<file path="config.mk">
export PLATFORM = sky130hd
export DESIGN_NAME = seq_multiplier
export DESIGN_NICKNAME = d
export VERILOG_FILES = /design/src/rtl/seq_mul_pkg.sv /design/src/rtl/seq_multiplier_add_shift_step.sv /design/src/rtl/seq_multiplier.sv
export SDC_FILE = /design/constraint.sdc
export NUM_CORES = 1
export LEC_CHECK = 0
export CORE_MARGIN = 4
export CORE_UTILIZATION = 25
export CTS_CLUSTER_DIAMETER = 30
export DETAILED_ROUTE_END_ITERATION = 8
export PLACE_DENSITY = 0.41
export SYNTH_ARGS = -nofsm -noshare
export SYNTH_HDL_FRONTEND = slang
export SYNTH_SLANG_ARGS = --single-unit
</file>
<file path="constraint.sdc">
create_clock -name clk -period 2.4 [get_ports clk]
set_input_delay 0.36 -clock clk [delete_from_list [all_inputs] [get_ports clk]]
set_output_delay 0.36 -clock clk [all_outputs]
set_load 0.005 [all_outputs]
</file>
<file path="src/rtl/seq_mul_pkg.sv">
// -----------------------------------------------------------------------------
// seq_mul_pkg
// Shared definitions for the iterative shift-and-add multiplier.
//   state_t   : controller states (IDLE / RUN / DONE)
//   MAX_WIDTH : largest supported operand width
// -----------------------------------------------------------------------------
package seq_mul_pkg;

    typedef enum logic [1:0] {
        IDLE = 2'd0,
        RUN  = 2'd1,
        DONE = 2'd2
    } state_t;

    localparam int MAX_WIDTH = 32;

endpackage

</file>
<file path="src/rtl/seq_multiplier_add_shift_step.sv">
// -----------------------------------------------------------------------------
// add_shift_step
// One combinational iteration of the shift-and-add multiply.
//   acc, mcand  (2*WIDTH) : running sum and shifted multiplicand
//   mplier      (WIDTH)   : remaining multiplier bits, LSB consumed first
//   next_acc, next_mcand, next_mplier : values for the next iteration
// -----------------------------------------------------------------------------
module add_shift_step #(
    parameter int WIDTH = 8
) (
    input  logic [2*WIDTH-1:0] acc,
    input  logic [2*WIDTH-1:0] mcand,
    input  logic [WIDTH-1:0]   mplier,
    output logic [2*WIDTH-1:0] next_acc,
    output logic [2*WIDTH-1:0] next_mcand,
    output logic [WIDTH-1:0]   next_mplier
);

    // mcand is zero-extended to 2*WIDTH, so the sum never overflows.
    assign next_acc    = mplier[0] ? (acc + mcand) : acc;
    assign next_mcand  = mcand << 1;
    assign next_mplier = mplier >> 1;

endmodule

</file>
<file path="src/rtl/seq_multiplier.sv">
// -----------------------------------------------------------------------------
// seq_multiplier
// Iterative unsigned WIDTH x WIDTH -> 2*WIDTH multiplier, one partial product
// per clock, with valid/ready handshakes on both sides.
//
// Handshake rule (both sides): a transfer happens on a rising clk edge where
// valid && ready are both high. The producer holds its data stable while valid
// is high and ready is low. in_ready is high only in IDLE; out_valid is high
// only in DONE, so an accept never coincides with an output transfer.
//
// Ports:
//   clk, rst_n           : clock, asynchronous active-low reset
//   in_valid, in_ready   : operand handshake
//   a, b       (WIDTH)   : multiplicand, multiplier (sampled at accept)
//   op_signed            : two's-complement operands (SEQ_MULTIPLIER_SIGNED_EN only)
//   out_valid, out_ready : result handshake
//   product  (2*WIDTH)   : registered result, holds last value after transfer
//   busy                 : high in RUN or DONE
//
// Optional build macro: SEQ_MULTIPLIER_SIGNED_EN adds signed multiplication.
// Latency: accept at edge N -> out_valid at edge N+WIDTH.
// -----------------------------------------------------------------------------
module seq_multiplier
    import seq_mul_pkg::*;
#(
    parameter int WIDTH = 8,
    parameter int CNT_W = $clog2(WIDTH + 1)
) (
    input  logic                 clk,
    input  logic                 rst_n,
    input  logic                 in_valid,
    output logic                 in_ready,
    input  logic [WIDTH-1:0]     a,
    input  logic [WIDTH-1:0]     b,
`ifdef SEQ_MULTIPLIER_SIGNED_EN
    input  logic                 op_signed,
`endif
    output logic                 out_valid,
    input  logic                 out_ready,
    output logic [2*WIDTH-1:0]   product,
    output logic                 busy
);

    localparam logic [CNT_W-1:0] LAST = CNT_W'(WIDTH - 1);

    state_t               state;
    logic [2*WIDTH-1:0]   acc;
    logic [2*WIDTH-1:0]   mcand;
    logic [WIDTH-1:0]     mplier;
    logic [CNT_W-1:0]     cnt;

    logic [2*WIDTH-1:0]   next_acc;
    logic [2*WIDTH-1:0]   next_mcand;
    logic [WIDTH-1:0]     next_mplier;
    logic [2*WIDTH-1:0]   final_acc;

    logic [WIDTH-1:0]     a_mag;
    logic [WIDTH-1:0]     b_mag;

`ifdef SEQ_MULTIPLIER_SIGNED_EN
    logic neg;

    // Magnitudes of signed operands; -2^(WIDTH-1) maps to 2^(WIDTH-1), which
    // still fits in WIDTH unsigned bits.
    assign a_mag     = (op_signed && a[WIDTH-1]) ? (~a + 1'b1) : a;
    assign b_mag     = (op_signed && b[WIDTH-1]) ? (~b + 1'b1) : b;
    assign final_acc = neg ? (~next_acc + 1'b1) : next_acc;
`else
    assign a_mag     = a;
    assign b_mag     = b;
    assign final_acc = next_acc;
`endif

    add_shift_step #(.WIDTH(WIDTH)) u_step (
        .acc         (acc),
        .mcand       (mcand),
        .mplier      (mplier),
        .next_acc    (next_acc),
        .next_mcand  (next_mcand),
        .next_mplier (next_mplier)
    );

    assign in_ready = (state == IDLE);
    assign busy     = (state != IDLE);

    always_ff @(posedge clk or negedge rst_n) begin
        if (!rst_n) begin
            state     <= IDLE;
            acc       <= '0;
            mcand     <= '0;
            mplier    <= '0;
            cnt       <= '0;
            product   <= '0;
            out_valid <= 1'b0;
`ifdef SEQ_MULTIPLIER_SIGNED_EN
            neg       <= 1'b0;
`endif
        end else begin
            case (state)
                IDLE: begin
                    if (in_valid) begin
                        mcand  <= {{WIDTH{1'b0}}, a_mag};
                        mplier <= b_mag;
                        acc    <= '0;
                        cnt    <= '0;
`ifdef SEQ_MULTIPLIER_SIGNED_EN
                        neg    <= op_signed & (a[WIDTH-1] ^ b[WIDTH-1]);
`endif
                        state  <= RUN;
                    end
                end
                RUN: begin
                    mcand  <= next_mcand;
                    mplier <= next_mplier;
                    cnt    <= cnt + CNT_W'(1);
                    if (cnt == LAST) begin
                        // Last accumulate and sign fix-up land on the same edge.
                        acc       <= final_acc;
                        product   <= final_acc;
                        out_valid <= 1'b1;
                        state     <= DONE;
                    end else begin
                        acc <= next_acc;
                    end
                end
                DONE: begin
                    if (out_ready) begin
                        out_valid <= 1'b0;
                        state     <= IDLE;
                    end
                end
                default: begin
                    state     <= IDLE;
                    out_valid <= 1'b0;
                end
            endcase
        end
    end

endmodule

</file>
=== Word-level counts from Yosys, hierarchy flattened ===
Index checks and enable logic that the tools add are counted.

* Register bits after elaboration: 63
* Input bits: 20
* Output and inout bits: 19
* Logic and storage cells: 39

* Add/sub/neg operators: 2
* Eq/ne operators: 6
* Muxes and demuxes: 16
* Bitwise gates (word level): 1
* Reductions and logical operators: 7

{| class="wikitable"
|+ Operator list
! cell !! number
|-
| 16-bit case mux with 2 select lines || 2
|-
| 16-bit two-way mux || 3
|-
| 16-bit adder || 1
|-
| 8-bit case mux with 2 select lines || 1
|-
| 8-bit two-way mux || 1
|-
| 4-bit case mux with 2 select lines || 1
|-
| 2-bit two-way mux || 3
|-
| 2-bit != test, second input constant || 3
|-
| 2-bit case mux with 3 select lines || 1
|-
| 3-bit AND reduction || 2
|-
| 4-bit by 1-bit adder with 4-bit output, second input constant || 1
|-
| 4-bit by 3-bit equality test with 1-bit output, second input constant || 1
|-
| 4-bit two-way mux || 1
|-
| 2-bit AND reduction || 2
|-
| 2-bit nonzero test || 2
|-
| 1-bit case mux with 3 select lines || 1
|-
| 2-bit by 1-bit equality test with 1-bit output, second input constant || 1
|-
| 2-bit equality test, second input constant || 1
|-
| 2-bit zero test || 1
|-
| 1-bit two-way mux || 2
|-
| 1-bit inverter || 1
|}

=== Longest topological paths before layout ===
Gate-level depths: netlist (run 1).

* Depth in word-level cells: 3
* Depth in mapped cells: 9
* Mapped depth without buffers: 9

=== Cells and area by module ===
Synthesis (run 1) repeated with hierarchy kept, for this count alone.

* Cell total of the unflattened synthesis: 350
* Area, all modules: 3778.6 µm²

{| class="wikitable"
|+ By module, submodules not included
! module !! instances !! cells each !! area each (µm²) !! seq. area each (µm²)
|-
| seq_multiplier || 1 || 210 || 2632.5 || 1576.5
|-
| add_shift_step || 1 || 140 || 1146.1 || 0.0
|}

=== Worst setup path after synthesis (run 1) ===
No wires, ideal clock.

* Path type: reg2reg
* Start: register acc[0]
* End: register product[14]
* Setup time: 137 ps
* Arrival time: 2176 ps
* Data required time: 2263 ps
* Slack: 87 ps
* Cell stages (with the launch flop): 10
* Buffers on the path: 0
* Period minus slack after synthesis: 2313 ps
* Path through: dfrtp_1 -> ha_1 -> fa_1 -> a21o_1 -> a221oi_2 -> a221o_1 -> o21ai_1 -> xor2_1 -> mux2i_1 -> a21oi_1

* Word-level cells in the longest chain between the ends: 2

{| class="wikitable"
|+ RTL lines
! what !! line !! text
|-
| start, declared || seq_multiplier.sv:47 || <nowiki>logic [2*WIDTH-1:0] acc;</nowiki>
|-
| start signal, assigned || seq_multiplier.sv:118 || <nowiki>acc <= final_acc;</nowiki>
|-
| start signal, assigned || seq_multiplier.sv:123 || <nowiki>acc <= next_acc;</nowiki>
|-
| 16-bit adder || seq_multiplier_add_shift_step.sv:20 || <nowiki>assign next_acc = mplier[0] ? (acc + mcand) : acc;</nowiki>
|-
| 16-bit two-way mux || seq_multiplier_add_shift_step.sv:20 ||
|-
| end signal, assigned || seq_multiplier.sv:119 || <nowiki>product <= final_acc;</nowiki>
|-
| end, declared || seq_multiplier.sv:40 || <nowiki>output logic [2*WIDTH-1:0] product,</nowiki>
|}

No other way between the ends.
A chain may end at the register's enable or synchronous reset.

=== Worst setup path after layout (run 1) ===
Ends and elaborated chain as after synthesis.

==> impl_metrics.toml, run 1 <==
[flow_run]
cap_violations = 0

[yosys]
synthesis.area_um2 = 3480
yosysTopAreaCellShare = 0.453
synthTopCellsByArea = "dfrtp_1 45%, ha_1 5.8%, nand2_1 5.1%, o21ai_0 4.9%, a22o_1 4.8%"
synth_flop_cell = "dfrtp_1"
syn-instance-count = 358
ys_types = 47
syn_nets = 395
ys_warn_count = 0
synth_edf_count = 0
yosys.area.top_type = "dfrtp_1"
ys_async_sr_fraction = 1.00
seq_area_frac_synth = 0.453
syn_avg_cell_area_um2 = 9.71
ys_ff_latch = 63

[detailed_routing]
ant_nets = 0
dr.pass1.iters = 4
post_drt_wl_per_cell_um = 14.7
wl_mm = 8.80
drtIter0Drc = 91
vias = 2774
viasPerCell = 4.64
drc_errors = 0

[setup_path]
cp_slowest_stage_delay_ps = 380
critical_path_class = "flop to flop"
end_kind = "flop"
crit_chain = "ha_2 -> fa_2 -> a21o_1 -> a221oi_2 -> a221o_1 -> o21ai_1 -> xor2_1 -> mux2i_1 -> a21oi_1"
cp.arrival_ps = 2520
start_kind = "flop"
cp_max_fo = 4
cp.required_ps = 2620
slowest_stage = "dfrtp_1"

[clock_network]
cts_tree = "built"
clkSlewWorstSetupHoldPaths_ps = 60
cts_root_buf = "clkbuf_16"
cts_inserted_buffers = 9
htreeDepth = 3
clock_latency_ps = 330
max-clock-path-buffers = 2
cts_num_sinks = 63

[outcome]
status = "complete, but fails checks"
violations = "hold timing"

[cells_and_area]
fin_nets = 454
utilization = 0.342
fillers = 1444
n_antenna_cell = 0
final_cell_count_no_fill = 598
drive_gt1_frac = 0.147
areaGrowthSynthToFinish_pct = 32.4

[sta]
relSlewSlack = 0.649
slew_violations = 0
tns_ps = 0
rsz0062_at_grt = "true"
period_needed_ps = 2300
period_share = 0.960
holdWs_ps = -0.0387
layout_setup_ws_ps = 95.7
clock_skew_ps = 9.94
worst_slew_pin_slew_ps = 527
setup_viol = 0
fmax_ghz = 0.434
hold_viol_final = 1

[global_route]
grt_pass1_vias = 2966
grt_pass1_wl_mm = 15.1
grt_usage = 0.118
grt.busiest_layer = "met2"
antenna_found_initial = 0
globalRouteOverflowTotal = 0
grt_use_met1 = 0.163
grt_max_degree = 44
grt_util_met3 = 0.0330
met2_usage = 0.177

[worst_hold_path]
hp-class = "input pin to async pin"

[floorplan]
dieArea_um2 = 15900
core_area_um2 = 13500
io_pins = 39
initial_core_util = 0.258
die_w_um = 126
num_rows = 42
dieHeight_um = 126

[place]
place_congestion = 0.761
pre_cts_ws_ps = -11.7
hpwl_mm = 6.34
place_inst = 579
port_buffers = 38

[pwr]
ir_drop_v = 0.000348
power_leakage_nw = 2.11
pwr_density_cell_nw_per_um2 = 1170
[sequential cells by signal (all words and copies together) (netlist names)]
signal	cells
acc	16
mcand	16
product	16
state	2
out_valid	1
mplier	8
cnt	4
[what timing repair did]
item | in CTS | in global routing
hold buffers | 0 | 0
pin swaps | 2 | 9
gates resized for setup | 1 | 8
cloned | 0 | 0
setup buffers | 0 | 3
setup endpoints to repair | 5 | 12
[final timing paths]
check	endpoint	slack [ps]	from	depth (start not counted)
max in group asynchronous	mcand[13]	1780	rst_n	2
min in group clk	product[7]	480	product[7]	2
hold / removal	product[2]	-0.04	rst_n	1
hold reg to reg	product[7]	480	product[7]	2
setup / recovery	product[14]	100	acc[0]	9
setup reg to reg	product[14]	100	acc[0]	9
[synthesized netlist by cell type, types with 2 or more instances]
cell and n:
o21bai_1 3, nand3_1 9, nor2b_1 7, nand2b_1 4, inv_1 4, nor2_1 12
nor3b_1 3, clkbuf_1 19, o21ai_1 8, a22o_1 19, nand2_1 47, xnor2_1 9
dfrtp_1 63, mux2i_1 11, o21a_1 2, o21ai_0 34, a31oi_1 3, a21o_1 7
a21oi_1 32, ha_1 16, and3b_1 14, xor2_1 5, nor3_1 2, and2_1 2
[layer usage]
metal,vias up,wire (µm)
met3,9,297
met4,0,138
met1,1308,4550
met5,-,0
li1,1410,-
met2,47,3820
[critical path, delay by kind of cell, from the launching register on]
family	cells	cell delay [ps]
AO/OA/AOI/OAI	5	940
XOR/XNOR	1	180
adder cells (fa/ha/maj)	2	550
flip-flops	1	380
multiplexers	1	140
[cell type report]
cell class | instances | area [µm²] | area share
clock inverters | 3 | 40.0 | 0.00870
clock buffers | 13 | 270 | 0.0587
flip-flops and latches | 63 | 1580 | 0.342
repair buffers | 69 | 621 | 0.135
multi-input cells | 270 | 1860 | 0.404
inverters | 4 | 15.0 | 0.00326
well taps | 176 | 220 | 0.0478
[placed cells by master (no fill, tap or decap), drive strengths merged, types with 2 or more instances in the layout]
cell type	count
a21o	7
a21oi	32
a22o	19
a31oi	4
and2	2
and3	2
and3b	14
buf	32
clkbuf	13
clkdlybuf4s50	37
clkinv	2
dfrtp	63
ha	16
inv	4
mux2i	11
nand2	48
nand2b	4
nand3	9
nor2	12
nor2b	7
nor3	2
nor3b	3
o21a	2
o21ai	42
o21bai	3
xnor2	9
xor2	5
[cell families after synthesis]
family,Yosys count,synth area share
AOI/OAI and AO/OA,120,0.223
and+or+nand+nor,107,0.163
DFF,63,0.453
buffers and inverters,25,0.0273
adders and majority gates,17,0.0633
xor gates and xnor gates,14,0.0353
muxes,12,0.0349
[per-stage QoR]
stage          instance area, µm²  hold slack (ps)  power [W]
6_report                     4600          -0.0387    0.00539
3_5_place_dp                 4220              368    0.00402
2_1_floorplan                3480             64.4    0.00308
5_1_grt                      4600             42.1    0.00581
3_3_place_gp                 4220              370    0.00401
4_1_cts                      4530             10.5    0.00542
[power breakdown]
group | total (W) | switching, W | internal, W
sequential | 0.00176 | 0.000315 | 0.00145
combinational | 0.00227 | 0.00114 | 0.00113
clock | 0.00136 | 0.000475 | 0.000885
Power figures use the tool's default switching activity.
==> run 2: changes to the inputs <==
--- a/config.mk
+++ b/config.mk
@@ -5,6 +5,7 @@
 export SDC_FILE = /design/constraint.sdc
 export NUM_CORES = 1
 export LEC_CHECK = 0
+export CAP_MARGIN = 20
 export CORE_MARGIN = 4
 export CORE_UTILIZATION = 25
 export CTS_CLUSTER_DIAMETER = 30
==> constraint.sdc (replaced) <==
create_clock -name clk -period 1.9 [get_ports clk]
set_input_delay 0.285 -clock clk [delete_from_list [all_inputs] [get_ports clk]]
set_output_delay 0.285 -clock clk [all_outputs]
set_load 0.005 [all_outputs]
==> run 2 against run 1 <==
The run ends with setup timing left; utilization is 3.2 points higher; critical path type unchanged; register-to-register slack worse by 500 ps; die area is the same; highest routed layer unchanged; cell count rose by 6.7%; cell area grew 9.4%.
==> impl_metrics.toml, run 2 (synthesis gave the netlist of run 1 again) <==
[outcome]
status = "complete, but fails checks"
violations = "setup timing"

[detailed_routing]
drc_errors = 0
ant_nets = 0
vias = 2985
wl_met3_um = 324
wl_met2_mm = 4.44
wl_mm = 9.63
routed.top_layer = "met4"
drtIter0Drc = 137
dr.pass1.iters = 4
wl_met1_mm = 4.75
post_drt_wl_per_cell_um = 15.1
viasPerCell = 4.68

[clock_network]
cts_root_buf = "clkbuf_16"
cts_inserted_buffers = 9
clock_latency_ps = 330
cts_num_sinks = 63
htreeDepth = 3
max-clock-path-buffers = 2
cts_tree = "built"
clkSlewWorstSetupHoldPaths_ps = 50

[cells_and_area]
fillers = 1401
areaGrowthSynthToFinish_pct = 44.8
layout_commonest_cell = "buf_4"
n_antenna_cell = 0
largestRegisters = "acc: 16 flops, mcand: 16 flops, product: 16 flops"
drive_gt1_frac = 0.255
fin_nets = 497
utilization = 0.374
layout_common_cells = "68 x buf_4, 62 x dfrtp_1, 46 x nand2_1, 37 x clkdlybuf4s50_1, 29 x o21ai_0"

[pwr]
power.internal_w = 0.00472
pwr_density_cell_nw_per_um2 = 1470
p_sw_frac = 0.362
power_leakage_nw = 2.33
p_clk_frac = 0.196
seqPwrFrac = 0.300
p_switching_w = 0.00268
ir_drop_v = 0.000462
p_comb_frac = 0.505

[sta]
rsz0062_at_grt = "true"
clock_skew_ps = 7.62
setup_viol = 20
period_share = 1.21
slew_violations = 0
layout_setup_ws_ps = -405
period_needed_ps = 2310
tns_ps = -5090
worst_slew_pin_slew_ps = 529
holdWs_ps = 435
relSlewSlack = 0.647
hold_viol_final = 0
fmax_ghz = 0.434

[setup_path]
cp.required_ps = 2110
r2r_slack_ps = -410
end_kind = "flop"
cp_max_fo = 4
cp.arrival_ps = 2510
start_kind = "flop"
critical_path_class = "flop to flop"

[floorplan]
initial_core_util = 0.258
dieArea_um2 = 15900
io_pins = 39
dieHeight_um = 126
core_area_um2 = 13500
num_rows = 42
die_w_um = 126

[global_route]
grt_pass1_wl_mm = 16.6
grt_pass1_vias = 3289
grt_max_degree = 33
grt_usage = 0.131
globalRouteOverflowTotal = 0
antenna_found_initial = 0

[flow_run]
cap_violations = 0

[place]
port_buffers = 38
hpwl_mm = 7.05
place_congestion = 0.787
pre_cts_ws_ps = -389

[worst_hold_path]
hp-class = "input pin to async pin"
## run 2: changes by cell type in the layout (fill, tap and decap cells not counted), moves of 2 or more
| cell | previous run | this run |
|---|---|---|
| ha_4 | 1 | 3 |
| clkbuf_8 | 3 | 1 |
| o21ai_0 | 34 | 29 |
| o21ai_1 | 8 | 11 |
| xnor2_2 | 1 | 3 |
| buf_4 | 30 | 68 |
| xnor2_1 | 8 | 5 |
| a21oi_1 | 30 | 28 |
| buf_6 | 0 | 2 |
| buf_12 | 1 | 3 |
| o21ai_2 | 0 | 2 |
| ha_1 | 14 | 12 |
## run 2: repair_timing
item,4_1_cts,5_1_grt
setup buffers,6,3
pin swaps,16,5
hold buffers,1,0
resized for setup,25,5
endpoints found under the hold margin,15,0
setup endpoints to repair,22,23
gates cloned,0,0
## run 2: per-layer routing
metal	vias up	global-route usage
met5	-	0
met4	0	0.0379
met3	10	0.0360
met2	44	0.205
met1	1440	0.178
li1	1491	-
## run 2: path summary, 6_finish.rpt
| kind | start | to | depth (start not counted) |
|---|---|---|---|
| worst max-delay path | acc[0] | product[12] | 9 |
| worst min-delay path | rst_n | product[7] | 2 |
| worst max register to register | acc[0] | product[12] | 9 |
| worst min register to register | product[3] | product[3] | 2 |
| max in group asynchronous | rst_n | mcand[13] | 3 |
| min in group clk | product[3] | product[3] | 2 |
## run 2: power groups by stage
stage          Sequential, W  Combinational (W)  Clock [W]
6_report             0.00222            0.00373    0.00145
2_1_floorplan        0.00215            0.00181          0
3_3_place_gp         0.00223            0.00344          0
4_1_cts              0.00223            0.00373    0.00150
3_5_place_dp         0.00224            0.00346          0
5_1_grt              0.00229            0.00416    0.00155
## run 2: cell type report
class	instances	area, µm²	share of cell area
clock inverters	2	10.0	0.00199
flip-flops and latches	63	1580	0.313
clock buffers	11	243	0.0482
well taps	176	220	0.0437
multi-input cells	270	1990	0.396
repair buffers	112	978	0.194
inverters	4	15.0	0.00298
## run 2: worst max-delay path, stage by stage, from the launching register on
cell and delay, ps:
dfrtp_1 380, ha_2 200, fa_2 350, a21o_1 190, a221oi_2 280, a221o_1 270
buf_4 140, o21ai_2 50, o31ai_2 220, a31oi_1 110
## run 2: per-stage QoR
stage / power, W / area, µm² / instances
final: 0.00739 / 5040 / 638
after global routing: 0.00800 / 5040 / 638
after CTS: 0.00746 / 5000 / 636
after detailed placement: 0.00570 / 4570 / 617
after global placement: 0.00567 / 4570 / 617
after floorplan: 0.00396 / 3530 / 358
==> run 3: changes to the inputs <==
--- a/config.mk
+++ b/config.mk
@@ -13,4 +13,5 @@
 export PLACE_DENSITY = 0.41
 export SYNTH_ARGS = -nofsm -noshare
 export SYNTH_HDL_FRONTEND = slang
+export SYNTH_HIERARCHICAL = 1
 export SYNTH_SLANG_ARGS = --single-unit
==> run 3 against run 2 <==
The run still ends with setup timing left; fmax fell by 9.8%; worst setup slack lost 250 ps; combinational power rose by 87%; worst hold slack got worse by 69 ps; non-clock buffer count is 12 higher; register-to-register slack got worse by 250 ps; sequential power rose by 12%; via count rose by 0.37%; count of clock-buffer cells in the layout down 2.
==> impl_metrics.toml, run 3 <==
[yosys]
synthesis.area_um2 = 3780
seq_area_frac_synth = 0.417
synth_most_common_cell = "dfrtp_1"
ys_top_cells_by_count = "63 x dfrtp_1, 30 x a21oi_1, 25 x a22o_1, 25 x buf_4, 20 x o21ai_0"
ys_warn_count = 6
ys_async_sr_fraction = 1.00
yosys.area.top_type = "dfrtp_1"
syn_avg_cell_area_um2 = 10.8
synth_flop_cell = "dfrtp_1"
synthTopCellsByArea = "dfrtp_1 42%, a22o_1 5.8%, mux2_2 5.7%, ha_1 5.3%, buf_4 5.0%"
ys_types = 56
syn-instance-count = 350
yosysTopAreaCellShare = 0.417
ys_ff_latch = 63
synth_edf_count = 0

[global_route]
grt_pass1_vias = 3196
grt_usage = 0.124
antenna_found_initial = 0
grt_pass1_wl_mm = 16.5
grt_max_degree = 37
globalRouteOverflowTotal = 0

[detailed_routing]
wl_met3_um = 330
ant_nets = 0
post_drt_wl_per_cell_um = 15.7
wl_met1_mm = 4.81
viasPerCell = 4.73
vias = 2996
routed.top_layer = "met4"
drtIter0Drc = 143
wl_met2_mm = 4.68
drc_errors = 0
wl_mm = 9.92
dr.pass1.iters = 4

[setup_path]
cp_max_fo = 4
cp.arrival_ps = 2780
cp.required_ps = 2120
slowest_stage = "dfrtp_1"
critical_path_class = "flop to flop"
cpMostUsedCell = "mux2_4"
end_kind = "flop"
start_kind = "flop"
cp_top_family = "compound AO/OA/AOI/OAI gates"
crit_buf_inv = 0
cp_slowest_stage_delay_ps = 380
crit_chain = "ha_2 -> fa_2 -> a21o_4 -> a221oi_4 -> o31ai_2 -> a31oi_1 -> xnor2_1 -> mux2_4 -> mux2_4"

[clock_network]
max-clock-path-buffers = 2
cts_tree = "built"
clock_latency_ps = 340
htreeDepth = 3
cts_inserted_buffers = 9
cts_num_sinks = 63
clkSlewWorstSetupHoldPaths_ps = 60
cts_root_buf = "clkbuf_16"

[sta]
slew_violations = 0
clock_skew_ps = 9.94
holdWs_ps = 366
period_share = 1.35
hold_viol_final = 0
period_needed_ps = 2560
fmax_ghz = 0.391
rsz0062_at_grt = "true"
layout_setup_ws_ps = -657
setup_viol = 23

[floorplan]
core_area_um2 = 14600
initial_core_util = 0.258
dieArea_um2 = 17100
dieHeight_um = 131
die_w_um = 131
num_rows = 44
io_pins = 39

[cells_and_area]
final_cell_count_no_fill = 633
largestRegisters = "acc: 16 flops, mcand: 16 flops, product: 16 flops"
layout_commonest_cell = "buf_4"
drive_gt1_frac = 0.401
areaGrowthSynthToFinish_pct = 46.5
fin_nets = 481
n_antenna_cell = 0
layout_common_cells = "75 x buf_4, 63 x dfrtp_1, 36 x clkdlybuf4s50_1, 25 x a22o_1"

[place]
hpwl_mm = 6.78
port_buffers = 38
place_inst = 605
place_congestion = 0.739

[flow_run]
cap_violations = 0

[pwr]
power_leakage_nw = 2.45
ir_drop_v = 0.000728
pwr_density_cell_nw_per_um2 = 2080

[worst_hold_path]
hp-class = "input pin to async pin"

[outcome]
violations = "setup timing"
status = "complete, but fails checks"
-- run 3: cell types whose count changed after synthesis, sizes merged, moves of 12 or more --
cell   change
mux2      +27
nand2     -34
a22oi     +16
and3b     -14
nor2b     +12
buf       +32
o21ai     -19
-- run 3: cell families after synthesis --
family | Yosys count | synth area share
AND/OR/NAND/NOR | 62 | 0.0967
other | 1 | 0.000992
adder cells (fa/ha/maj) | 17 | 0.0583
flip-flops | 63 | 0.417
buffers and inverters | 46 | 0.0775
XOR/XNOR | 13 | 0.0301
multiplexers | 28 | 0.0924
AO/OA/AOI/OAI | 120 | 0.227
-- run 3: final cells by class --
type | count | area (µm²)
timing repair buffer | 124 | 1100
clock inverter | 7 | 145
sequential | 63 | 1580
multi-input combinational | 242 | 2240
inverter | 4 | 15.0
clock buffer | 9 | 225
fill | 1456 | 9110
tap | 184 | 230
-- run 3: metrics by stage --
step	power (W)	worst slack, ps	utilization	instance area (µm²)	TNS, ps
floorplan	0.00649	-548	-	3900	-6070
global placement	0.00862	-659	0.331	4840	-10390
detailed placement	0.00866	-666	0.331	4840	-10620
CTS	0.0110	-673	0.362	5300	-10800
global route	0.0124	-803	0.378	5540	-12910
finish	0.0115	-657	0.378	5540	-10500
-- run 3: final timing paths --
kind / cells past startpoint / startpoint / slack (ps) / endpoint
max reg2reg: 9 / acc[0] / -660 / product[10]
min: 2 / rst_n / 370 / acc[9]
max in group asynchronous: 3 / rst_n / 1030 / cnt[0]
min reg2reg: 1 / out_valid / 500 / out_valid
max: 9 / acc[0] / -660 / product[10]
min in group clk: 1 / out_valid / 500 / out_valid
-- run 3: where the power goes --
| part | switching, W | internal (W) | total, W | leakage [nW] |
|---|---|---|---|---|
| registers | 0.000497 | 0.00198 | 0.00248 | 0.788 |
| logic | 0.00299 | 0.00400 | 0.00698 | 1.49 |
| clock network | 0.000651 | 0.00142 | 0.00207 | 0.176 |
-- run 3: routing by layer --
metal / GRT usage / up-vias
met5: 0 / -
li1: - / 1455
met2: 0.195 / 50
met1: 0.165 / 1484
met4: 0.0315 / 0
met3: 0.0402 / 7
-- run 3: timing repair --
item / CTS / global route
hold endpoints to repair: 8 / 0
pin swaps: 5 / 17
setup buffers: 4 / 8
setup endpoints to repair: 27 / 27
hold buffers: 1 / 0
gates resized for setup: 8 / 35
